[config.mk]
export PLATFORM = sky130hd
export DESIGN_NAME = jtopl_timer_ctrl
export DESIGN_NICKNAME = d
export VERILOG_FILES = /design/src/rtl/jtopl_timer_ctrl.sv
export SDC_FILE = /design/constraint.sdc
export NUM_CORES = 1
export LEC_CHECK = 0
export BUFFER_PORTS_ARGS = -buffer_cell sky130_fd_sc_hd__buf_4
export CORE_MARGIN = 2
export CORE_UTILIZATION = 52
export CTS_BUF_LIST = sky130_fd_sc_hd__clkbuf_8
export DETAILED_ROUTE_END_ITERATION = 10
export HOLD_SLACK_MARGIN = 0.06
export PLACE_DENSITY = 0.88
export SYNTH_ARGS = -nofsm -noshare
export SYNTH_HDL_FRONTEND = slang
export SYNTH_SLANG_ARGS = --single-unit
export TNS_END_PERCENT = 1
[constraint.sdc]
create_clock -name clk -period 2.4 [get_ports clk]
set_input_delay 0.24 -clock clk [delete_from_list [all_inputs] [get_ports clk]]
set_output_delay 0.24 -clock clk [all_outputs]
set_load 0.03 [all_outputs]
[src/rtl/jtopl_timer_ctrl.sv]
// CPU register front end for the OPL timer pair: decodes the address/data ports, owns
// registers 0x02-0x04, forwards all other writes, and enforces post-write busy time.
module jtopl_timer_ctrl #(
  parameter int unsigned ADDR_WAIT = 12,
  parameter int unsigned DATA_WAIT = 84,
  parameter int unsigned CW        = 7
) (
  input  logic       clk,
  input  logic       rst,
  input  logic       cen,
  input  logic       cs_n,
  input  logic       wr_n,
  input  logic       addr,
  input  logic [7:0] din,
  output logic [7:0] dout,
  output logic       busy,
  input  logic       flag_A,
  input  logic       flag_B,
  output logic [7:0] value_A,
  output logic [7:0] value_B,
  output logic       load_A,
  output logic       load_B,
  output logic       clr_flag_A,
  output logic       clr_flag_B,
  output logic       flagen_A,
  output logic       flagen_B,
  output logic       fwd_we,
  output logic [7:0] fwd_sel,
  output logic [7:0] fwd_din
);

  logic          wstb, wstb_q, wr_ev;
  logic [CW-1:0] cnt_q, cnt_d;
  logic [7:0]    idx_q, idx_d;
  logic [7:0]    value_a_q, value_a_d, value_b_q, value_b_d;
  logic          load_a_q, load_a_d, load_b_q, load_b_d;
  logic          flagen_a_q, flagen_a_d, flagen_b_q, flagen_b_d;
  logic          clr_q, clr_d;
  logic          fwd_we_q, fwd_we_d;
  logic [7:0]    fwd_sel_q, fwd_sel_d, fwd_din_q, fwd_din_d;
  logic [7:0]    dout_q, dout_d;

  assign wstb  = ~cs_n & ~wr_n;
  assign busy  = (cnt_q != '0);
  // Rising edge of the strobe only; writes landing inside the busy window are ignored.
  assign wr_ev = wstb & ~wstb_q & ~busy;

  always_comb begin
    idx_d      = idx_q;
    cnt_d      = cnt_q;
    value_a_d  = value_a_q;
    value_b_d  = value_b_q;
    load_a_d   = load_a_q;
    load_b_d   = load_b_q;
    flagen_a_d = flagen_a_q;
    flagen_b_d = flagen_b_q;
    clr_d      = 1'b0;
    fwd_we_d   = 1'b0;
    fwd_sel_d  = fwd_sel_q;
    fwd_din_d  = fwd_din_q;
    dout_d     = {flag_A | flag_B, flag_A, flag_B, 5'b0};
    if (wr_ev) begin
      if (!addr) begin
        idx_d = din;
        cnt_d = CW'(ADDR_WAIT);
      end else begin
        cnt_d = CW'(DATA_WAIT);
        case (idx_q)
          8'h02: value_a_d = din;
          8'h03: value_b_d = din;
          8'h04: begin
            if (din[7]) begin
              clr_d = 1'b1;
            end else begin
              flagen_a_d = ~din[6];
              flagen_b_d = ~din[5];
              load_a_d   = din[0];
              load_b_d   = din[1];
            end
          end
          default: begin
            fwd_we_d  = 1'b1;
            fwd_sel_d = idx_q;
            fwd_din_d = din;
          end
        endcase
      end
    end else if (cen && busy) begin
      cnt_d = cnt_q - CW'(1);
    end
  end

  always_ff @(posedge clk) begin
    if (rst) begin
      wstb_q     <= 1'b0;
      cnt_q      <= '0;
      idx_q      <= 8'h00;
      value_a_q  <= 8'h00;
      value_b_q  <= 8'h00;
      load_a_q   <= 1'b0;
      load_b_q   <= 1'b0;
      flagen_a_q <= 1'b1;
      flagen_b_q <= 1'b1;
      clr_q      <= 1'b0;
      fwd_we_q   <= 1'b0;
      fwd_sel_q  <= 8'h00;
      fwd_din_q  <= 8'h00;
      dout_q     <= 8'h00;
    end else begin
      wstb_q     <= wstb;
      cnt_q      <= cnt_d;
      idx_q      <= idx_d;
      value_a_q  <= value_a_d;
      value_b_q  <= value_b_d;
      load_a_q   <= load_a_d;
      load_b_q   <= load_b_d;
      flagen_a_q <= flagen_a_d;
      flagen_b_q <= flagen_b_d;
      clr_q      <= clr_d;
      fwd_we_q   <= fwd_we_d;
      fwd_sel_q  <= fwd_sel_d;
      fwd_din_q  <= fwd_din_d;
      dout_q     <= dout_d;
    end
  end

  assign dout       = dout_q;
  assign value_A    = value_a_q;
  assign value_B    = value_b_q;
  assign load_A     = load_a_q;
  assign load_B     = load_b_q;
  assign flagen_A   = flagen_a_q;
  assign flagen_B   = flagen_b_q;
  assign clr_flag_A = clr_q;
  assign clr_flag_B = clr_q;
  assign fwd_we     = fwd_we_q;
  assign fwd_sel    = fwd_sel_q;
  assign fwd_din    = fwd_din_q;

endmodule

==> flow_metrics.py, run 1 <==
metrics = {
    "pwr": {
        "p_leak_nw": 1.37,
        "irDropWorstVdd_mv": 0.543,
        "p_sw_mw": 0.781,
        "swShare_pct": 31.5,
        "powerDensity_nw_per_um2": 840,
        "sequentialPowerShare_pct": 43.0,
        "p_clk_share_pct": 31.5,
        "internal_power_mw": 1.70,
        "comb_power_share_pct": 25.5,
    },
    "floorplanning": {
        "die_w_um": 70.5,
        "die-area_um2": 4980,
        "row_count": 24,
        "io_pins": 64,
        "initial_utilization_pct": 53.2,
        "core_area_um2": 4320,
        "die_height_um": 70.5,
    },
    "clock_tree": {
        "clk_path_buf_depth": 2,
        "cts.sinks": 57,
        "cts_setup_buffers": 0,
        "cts_tree": "yes",
        "htree_num_levels": 3,
        "ctsRootBufferMaster": "clkbuf_8",
        "hold_buffers": 0,
        "cts_buffers": 9,
        "clock_latency_ns": 0.33,
        "postCtsResizedCells": 0,
        "clk_pin_slew_worst_paths_ns": 0.07,
    },
    "detailed_routing": {
        "drcViolationCount": 0,
        "viasPerCell": 5.50,
        "detail_route.wl_per_cell_um": 14.6,
        "vias": 1996,
        "drt_wl_total_mm": 5.30,
        "initialDrtViolationCount": 100,
        "drtAntennaViolNets": 0,
        "dr.pass1.iters": 4,
    },
    "sta": {
        "holdWs_ns": 0.0701,
        "setup_tns_ns": 0,
        "finalSetupViolations": 0,
        "worst_pin_slew_ns": 0.540,
        "hold_viol": 0,
        "clock_skew_ns": 0.00616,
        "fin_ws_ns": 0.274,
        "rsz0062_at_grt": "no",
        "max_freq_mhz": 470,
        "period_needed_ns": 2.13,
        "relSlewSlack_pct": 63.9,
        "slew_viol_final": 0,
        "finalCritPeriodShare_pct": 88.6,
    },
    "place": {
        "io_buffer_count": 58,
        "gp_congestion": 0.809,
        "dp_hpwl_mm": 3.84,
        "place_ws_ns": 0.335,
    },
    "logic_synthesis": {
        "yosysTopAreaCell": "dfxtp_1",
        "synth_edf_count": 0,
        "synthMostInstantiatedCell": "dfxtp_1",
        "async_flop_share_pct": 0,
        "synth_top_family_by_area": "simple AND/OR/NAND/NOR gates",
        "avgSynthCellArea_um2": 9.44,
        "yosys_warnings": 0,
        "yosys-top-cells-count": "dfxtp_1 (57), nand2_1 (33), mux2i_1 (28), nor2_1 (13), a21oi_1 (12)",
        "synthMuxAreaShare_pct": 12.7,
        "yosysUniqueCellTypes": 41,
        "synth_compound_area_share_pct": 10.7,
        "synth_cells": 244,
        "synth.area.top_cells": "dfxtp_1 (50%), mux2i_1 (12%), nand2_1 (5.4%), a31o_2 (2.7%), a21oi_1 (2.6%)",
        "ys_seq_area_share_pct": 49.6,
        "synth_xor_area_share_pct": 0,
        "yosysTopAreaCellShare_pct": 49.6,
        "synth_simple_gate_area_share_pct": 20.6,
        "synthesis.area_um2": 2300,
        "synth_top_flop_cell": "dfxtp_1",
        "synth_seq_cells": 57,
        "synthAdderAreaFrac_pct": 0.543,
    },
    "setup_path": {
        "crit_type": "reg2out",
        "r2r_setup_slack_ns": 0.32,
        "max_stage_delay_ns": 0.48,
        "worstPathRequired_ns": 2.16,
        "crit_path_frequent_cell": "inv_1",
        "rr_worst_depth": 4,
        "r2r_end": "load_B",
        "endpoint_kind": "output pin",
        "start_kind": "flop",
        "timing.rr.start": "idx_q[3]",
        "path_cells": "inv_1 -> ha_1 -> or3b_2 -> nor2_1 -> inv_1 -> buf_4",
        "crit_arrival_ns": 1.89,
        "cp_slowest_cell": "or3b_2",
        "cp_max_fo": 6,
    },
    "global_routing": {
        "grt_pass1_vias": 1835,
        "antenna_found_initial": 0,
        "grt_max_degree": 33,
        "grt_first_pass_wirelength_mm": 8.56,
        "grt_usage_pct": 22.0,
        "grt_remaining_overflow": 0,
    },
    "run": {
        "max_cap_viol_count": 0,
    },
    "cells_and_area": {
        "final_layout_size_suffix_gt1_share_pct": 30.9,
        "final_core_util_pct": 68.2,
        "fin_nets": 323,
        "areaGrowthSynthToFinish_pct": 28.1,
        "n_antenna_cell": 0,
    },
    "hold_path": {
        "holdPathEnd": "wstb_q",
        "hp-start": "cs_n",
        "holdPathStages": 2,
        "hp-class": "in2reg",
    },
    "run_status": {
        "outcome": "finished, final reports clean",
    },
}
-- metrics by stage --
| stage | power [mW] | instance area, um^2 | instances |
|---|---|---|---|
| 6_report | 2.48 | 2950 | 363 |
| 5_1_grt | 2.61 | 2950 | 363 |
| 4_1_cts | 2.49 | 2950 | 363 |
| 3_5_place_dp | 1.72 | 2780 | 347 |
| 3_3_place_gp | 1.69 | 2780 | 347 |
| 2_1_floorplan | 1.52 | 2320 | 248 |
-- cells by family (layout without fill, tap and decap cells) --
| family | count (synthesis) | in the layout |
|---|---|---|
| AND/OR/NAND/NOR | 91 | 91 |
| flip-flops | 57 | 57 |
| AO/OA/AOI/OAI | 38 | 38 |
| multiplexers | 29 | 29 |
| buffers and inverters | 27 | 90 |
| adder cells (fa/ha/maj) | 1 | 1 |
| other | 1 | 5 |
-- cells in the final DEF (no fill, tap or decap), types with 2 or more instances in the layout --
cell,instances
buf_4,66
dfxtp_1,57
nand2_1,33
mux2i_1,28
nor2_1,13
a21oi_1,12
nor3_1,11
clkbuf_8,11
inv_1,9
nand3_1,9
o21ai_0,9
a31o_2,7
conb_1,5
or3_1,3
nor3b_1,3
nor2b_1,3
clkinv_2,3
or3b_2,2
nand4_1,2
nand2b_1,2
or4_4,2
nand4b_1,2
a31oi_1,2
a211oi_1,2
-- critical path, delay by kind of cell (launching register included) --
| kind | cells | cell delay [ns] |
|---|---|---|
| simple gates | 2 | 0.64 |
| flops | 1 | 0.33 |
| buf+inv | 3 | 0.33 |
| fa+ha+maj | 1 | 0.25 |
-- how the worst max path moves through the flow --
stage,from,endpoint,slack [ns],cells past startpoint
2_1_floorplan,cnt_q[0],value_B[5],0.28,8
3_3_place_gp,idx_q[3],load_B,0.37,4
3_5_place_dp,idx_q[3],load_B,0.34,4
4_1_cts,cnt_q[0],busy,0.25,6
5_1_grt,cnt_q[0],busy,0.14,6
6_report,cnt_q[0],busy,0.27,6
-- sequential cells by signal, summed over array words and instances (netlist names), 3 cells and up --
signal and count:
fwd_din 8, fwd_sel 8, idx_q 8, value_A 8
value_B 8, cnt_q 7, dout 3
-- power by group through the flow --
| stage | Clock, mW | Sequential (mW) | Combinational [mW] |
|---|---|---|---|
| 6_report | 0.780 | 1.07 | 0.632 |
| 5_1_grt | 0.833 | 1.07 | 0.706 |
| 4_1_cts | 0.789 | 1.06 | 0.634 |
| 3_5_place_dp | 0 | 1.09 | 0.630 |
| 3_3_place_gp | 0 | 1.08 | 0.612 |
| 2_1_floorplan | 0 | 1.11 | 0.413 |
-- final cells by class --
class / count / area [um^2]
fillers: 350 / 1380
clock inverters: 5 / 22.5
flip-flops and latches: 57 / 1140
clock buffers: 11 / 151
multi-input cells: 164 / 1040
repair buffers: 66 / 495
well taps: 52 / 65.1
inverters: 8 / 30.0
-- layer usage --
layer | vias to the layer above | global-route usage, % | wire (um)
li1 | 967 | - | -
met1 | 937 | 28.0 | 2260
met2 | 81 | 35.2 | 2510
met3 | 11 | 5.27 | 409
met4 | 0 | 11.1 | 124
met5 | - | 0 | 0
Note: power is estimated with default switching activity, not from simulation.
==> run 2: changes to the inputs <==
Settings changed: CORE_UTILIZATION 52 to 53, PLACE_DENSITY 0.88 to 0.89, RECOVER_POWER set to 25.
==> run 2 against run 1 <==
  * First-iteration DRC count increased by 10%
  * Routed wire length decreased by 0.25%
  * Setup slack got worse by 0.078 ns
  * Combinational power up 0.8%
  * Register-to-register slack got worse by 0.02 ns
  * Non-clock buffer count did not move
  * Critical endpoint unchanged
  * Largest power group unchanged
==> flow_metrics.py, run 2 (same netlist as run 1, synthesis figures left out) <==
metrics = {
    "setup_path": {
        "cp_max_fo": 6,
        "endpoint_kind": "output pin",
        "cp_slowest_cell": "or3b_2",
        "crit_type": "reg2out",
        "crit_path_frequent_cell": "inv_1",
        "max_stage_delay_ns": 0.47,
        "path_cells": "inv_1 -> ha_1 -> or3b_2 -> nor2_1 -> inv_1 -> buf_4",
        "crit_arrival_ns": 1.96,
        "start_kind": "flop",
        "worstPathRequired_ns": 2.16,
    },
    "global_routing": {
        "grt_max_degree": 34,
        "grt_remaining_overflow": 0,
        "grt_pass1_vias": 1977,
        "grt_usage_pct": 22.6,
        "grt_first_pass_wirelength_mm": 8.79,
        "antenna_found_initial": 0,
    },
    "sta": {
        "rsz0062_at_grt": "no",
        "period_needed_ns": 2.20,
        "clock_skew_ns": 0.00820,
        "fin_ws_ns": 0.196,
        "hold_viol": 0,
        "worst_pin_slew_ns": 0.551,
        "finalCritPeriodShare_pct": 91.8,
        "setup_tns_ns": 0,
        "relSlewSlack_pct": 63.2,
        "max_freq_mhz": 454,
        "finalSetupViolations": 0,
        "slew_viol_final": 0,
    },
    "detailed_routing": {
        "drt_wl_total_mm": 5.29,
        "detail_route.wl_per_cell_um": 14.7,
        "dr.pass1.iters": 4,
        "initialDrtViolationCount": 110,
        "drtAntennaViolNets": 0,
        "drcViolationCount": 0,
        "viasPerCell": 5.61,
        "vias": 2014,
    },
    "floorplanning": {
        "die-area_um2": 4890,
        "core_area_um2": 4090,
        "initial_utilization_pct": 56.3,
        "io_pins": 64,
        "row_count": 23,
        "die_height_um": 69.9,
        "die_w_um": 69.9,
    },
    "cells_and_area": {
        "fin_nets": 323,
        "design_area_um2": 2860,
        "final_common_cell": "dfxtp_1",
        "final_layout_size_suffix_gt1_share_pct": 23.3,
        "areaGrowthSynthToFinish_pct": 24.1,
        "stdcell_count": 359,
        "multiInputGateArea_um2": 1040,
        "final_cell_mix": "dfxtp_1 (57), buf_4 (45), nand2_1 (33), mux2i_1 (28), clkbuf_1 (21)",
        "register_area_um2": 1140,
        "n_antenna_cell": 0,
        "n_fill_cell": 342,
    },
    "place": {
        "gp_congestion": 0.807,
        "placement.cell_area_um2": 2770,
        "dp_hpwl_mm": 3.68,
        "io_buffer_count": 58,
        "place_ws_ns": 0.322,
        "dp_cells": 345,
    },
    "run_status": {
        "outcome": "finished, final reports clean",
    },
    "pwr": {
        "irDropWorstVdd_mv": 0.699,
        "finalPower_mw": 2.46,
        "p_leak_nw": 1.27,
        "powerDensity_nw_per_um2": 860,
    },
    "clock_tree": {
        "clk_path_buf_depth": 2,
        "cts_tree": "yes",
        "clock_latency_ns": 0.33,
        "postCtsResizedCells": 0,
        "htree_num_levels": 3,
        "clk_pin_slew_worst_paths_ns": 0.06,
        "cts_setup_buffers": 0,
        "ctsRootBufferMaster": "clkbuf_8",
        "cts.sinks": 57,
        "hold_buffers": 0,
        "cts_buffers": 9,
    },
    "run": {
        "max_cap_viol_count": 0,
    },
    "hold_path": {
        "hp-class": "in2reg",
    },
}
-- run 2: layout make-up --
type                    count  area share [%]
inverters                   8            1.05
well taps                  50            2.19
clock buffers              11            5.30
clock inverters             3           0.394
repair buffers             66            14.6
flip-flops and latches     57            39.9
multi-input cells         164            36.5
-- run 2: final timing paths --
| check | cells after the start | start | slack, ns | to |
|---|---|---|---|---|
| setup / recovery | 6 | cnt_q[0] | 0.20 | busy |
| hold / removal | 2 | cs_n | 0.07 | wstb_q |
| setup reg to reg | 7 | cnt_q[0] | 0.30 | fwd_din[3] |
| hold reg to reg | 2 | value_A[1] | 0.45 | value_A[1] |
-- run 2: through the flow --
step	utilization [%]	hold WS, ns
floorplan	-	0.317
global placement	67.9	0.415
detailed placement	67.9	0.415
CTS	71.8	0.0620
global route	69.9	0.0689
finish	69.9	0.0706
-- run 2: power by group --
| part | switching (mW) | internal (mW) |
|---|---|---|
| Combinational | 0.377 | 0.259 |
| Clock | 0.343 | 0.408 |
| Sequential | 0.0550 | 1.01 |
-- run 2: critical path, delay by kind of cell (launching register included) --
family / cells / cell delay, ns
flip-flops: 1 / 0.33
adder cells (fa/ha/maj): 1 / 0.25
AND/OR/NAND/NOR: 2 / 0.68
buffers and inverters: 3 / 0.36
-- run 2: layer usage --
layer  part of all wire [%]  up-vias  track usage [%]
met5                      0        -                0
met4                    2.4        0             10.9
met3                    6.8       12             7.22
met2                     49       74             36.9
met1                     42      960             26.8
li1                       -      968                -
==> run 3: changes to the inputs <==
Settings changed: GPL_ROUTABILITY_DRIVEN set to 0, PLACE_DENSITY 0.89 to 0.77.
==> run 3 against run 2 <==
  * Count of clock-buffer cells in the layout increased by 1
  * Power increased by 5.9%
  * Critical path type unchanged
  * Non-clock buffer count unchanged
  * Critical path depth unchanged
  * Design area increased by 1.6%
  * Combinational power decreased by 3%
  * Maximum frequency increased by 4.1%
  * Die area unchanged
  * Setup slack improved by 0.088 ns
==> flow_metrics.py, run 3 (same netlist as run 1, synthesis figures left out) <==
metrics = {
    "setup_path": {
        "max_stage_delay_ns": 0.47,
        "path_cells": "inv_1 -> ha_1 -> or3b_2 -> nor2_1 -> inv_1 -> buf_4",
        "cp_slowest_cell": "or3b_2",
        "crit_type": "reg2out",
        "cp_max_fo": 6,
        "path_buf_inv": 3,
        "worstPathRequired_ns": 2.16,
        "start_kind": "flop",
        "cp_top_family": "simple AND/OR/NAND/NOR gates",
        "crit_path_frequent_cell": "inv_1",
        "crit_arrival_ns": 1.88,
        "endpoint_kind": "output pin",
    },
    "global_routing": {
        "grt_max_degree": 34,
        "grt_usage_pct": 21.3,
        "grt_pass1_vias": 1841,
        "grt_remaining_overflow": 0,
        "antenna_found_initial": 0,
        "grt_first_pass_wirelength_mm": 8.29,
    },
    "clock_tree": {
        "ctsRootBufferMaster": "clkbuf_8",
        "clk_pin_slew_worst_paths_ns": 0.06,
        "cts_tree": "yes",
        "clk_path_buf_depth": 2,
        "postCtsResizedCells": 0,
        "clock_latency_ns": 0.33,
        "cts_buffers": 9,
        "cts.sinks": 57,
        "htree_num_levels": 3,
        "cts_setup_buffers": 0,
        "hold_buffers": 0,
    },
    "detailed_routing": {
        "vias": 1937,
        "detail_route.wl_per_cell_um": 13.9,
        "drtAntennaViolNets": 0,
        "viasPerCell": 5.37,
        "drt_wl_total_mm": 5.00,
        "drcViolationCount": 0,
        "dr.pass1.iters": 4,
        "initialDrtViolationCount": 119,
    },
    "pwr": {
        "p_clk_share_pct": 35.2,
        "sequentialPowerShare_pct": 41.0,
        "p_leak_nw": 1.29,
        "powerDensity_nw_per_um2": 896,
        "internal_power_mw": 1.83,
        "p_sw_mw": 0.774,
        "swShare_pct": 29.7,
        "comb_power_share_pct": 23.9,
        "irDropWorstVdd_mv": 0.460,
    },
    "floorplanning": {
        "die_w_um": 69.9,
        "io_pins": 64,
        "die-area_um2": 4890,
        "core_area_um2": 4090,
        "initial_utilization_pct": 56.3,
        "row_count": 23,
        "die_height_um": 69.9,
    },
    "cells_and_area": {
        "final_layout_size_suffix_gt1_share_pct": 24.1,
        "fin_nets": 323,
        "final_cell_mix": "dfxtp_1 (57), buf_4 (45), nand2_1 (33), mux2i_1 (28), clkbuf_1 (21)",
        "final_common_cell": "dfxtp_1",
        "design_area_um2": 2900,
        "n_antenna_cell": 0,
        "areaGrowthSynthToFinish_pct": 26.0,
    },
    "sta": {
        "rsz0062_at_grt": "no",
        "hold_viol": 0,
        "max_freq_mhz": 473,
        "period_needed_ns": 2.12,
        "slew_viol_final": 0,
        "setup_tns_ns": 0,
        "finalCritPeriodShare_pct": 88.2,
        "finalSetupViolations": 0,
        "clock_skew_ns": 0.00564,
    },
    "run_status": {
        "outcome": "finished, final reports clean",
    },
    "place": {
        "dp_hpwl_mm": 3.60,
        "placement.cell_area_um2": 2770,
        "io_buffer_count": 58,
    },
    "hold_path": {
        "hp-class": "in2reg",
    },
    "run": {
        "max_cap_viol_count": 0,
    },
}
[run 3: cell count changes in the layout (fill, tap and decap cells not counted), sizes merged]
cell and delta:
clkbuf +1, inv -1, bufinv +1, clkinv +1
[run 3: per-stage QoR]
stage / hold WS, ns / worst slack (ns) / cells / utilization [%] / total power, mW
after detailed placement: 0.416 / 0.314 / 345 / 67.9 / 1.71
after global placement: 0.414 / 0.347 / 345 / 67.9 / 1.70
final: 0.0762 / 0.284 / 361 / 71.0 / 2.60
after floorplan: 0.317 / 0.276 / 248 / - / 1.52
after global routing: 0.0686 / 0.0899 / 361 / 71.0 / 2.73
after CTS: 0.0673 / 0.270 / 361 / 72.9 / 2.62
[run 3: power by group through the flow]
stage | clock network, mW | registers, mW | logic, mW
global route | 0.978 | 1.07 | 0.683
global placement | 0 | 1.08 | 0.616
detailed placement | 0 | 1.08 | 0.627
floorplan | 0 | 1.11 | 0.413
CTS | 0.928 | 1.06 | 0.630
finish | 0.915 | 1.07 | 0.620
[run 3: area by class of cell]
type | instances | area (um^2)
Clock buffer | 12 | 165
Clock inverter | 4 | 42.5
Fill cell | 346 | 1180
Inverter | 8 | 30.0
Multi-Input combinational cell | 164 | 1040
Sequential cell | 57 | 1140
Tap cell | 50 | 62.6
Timing Repair Buffer | 66 | 417
[run 3: final timing paths]
kind	startpoint	end	slack (ns)	cells after the start
max	cnt_q[0]	busy	0.28	6
min reg2reg	value_A[6]	value_A[6]	0.46	2
min	cs_n	wstb_q	0.08	2
max reg2reg	cnt_q[0]	flagen_B	0.30	6
[run 3: metal layers]
layer  wire length [um]  vias up  track usage [%]  part of all wire, %
met5                  0        -                0                    0
met4                 80        0             8.55                  1.6
met3                285        9             8.80                  5.7
met2               2310       45             32.5                   46
met1               2330      910             26.6                   47
li1                   -      973                -                    -
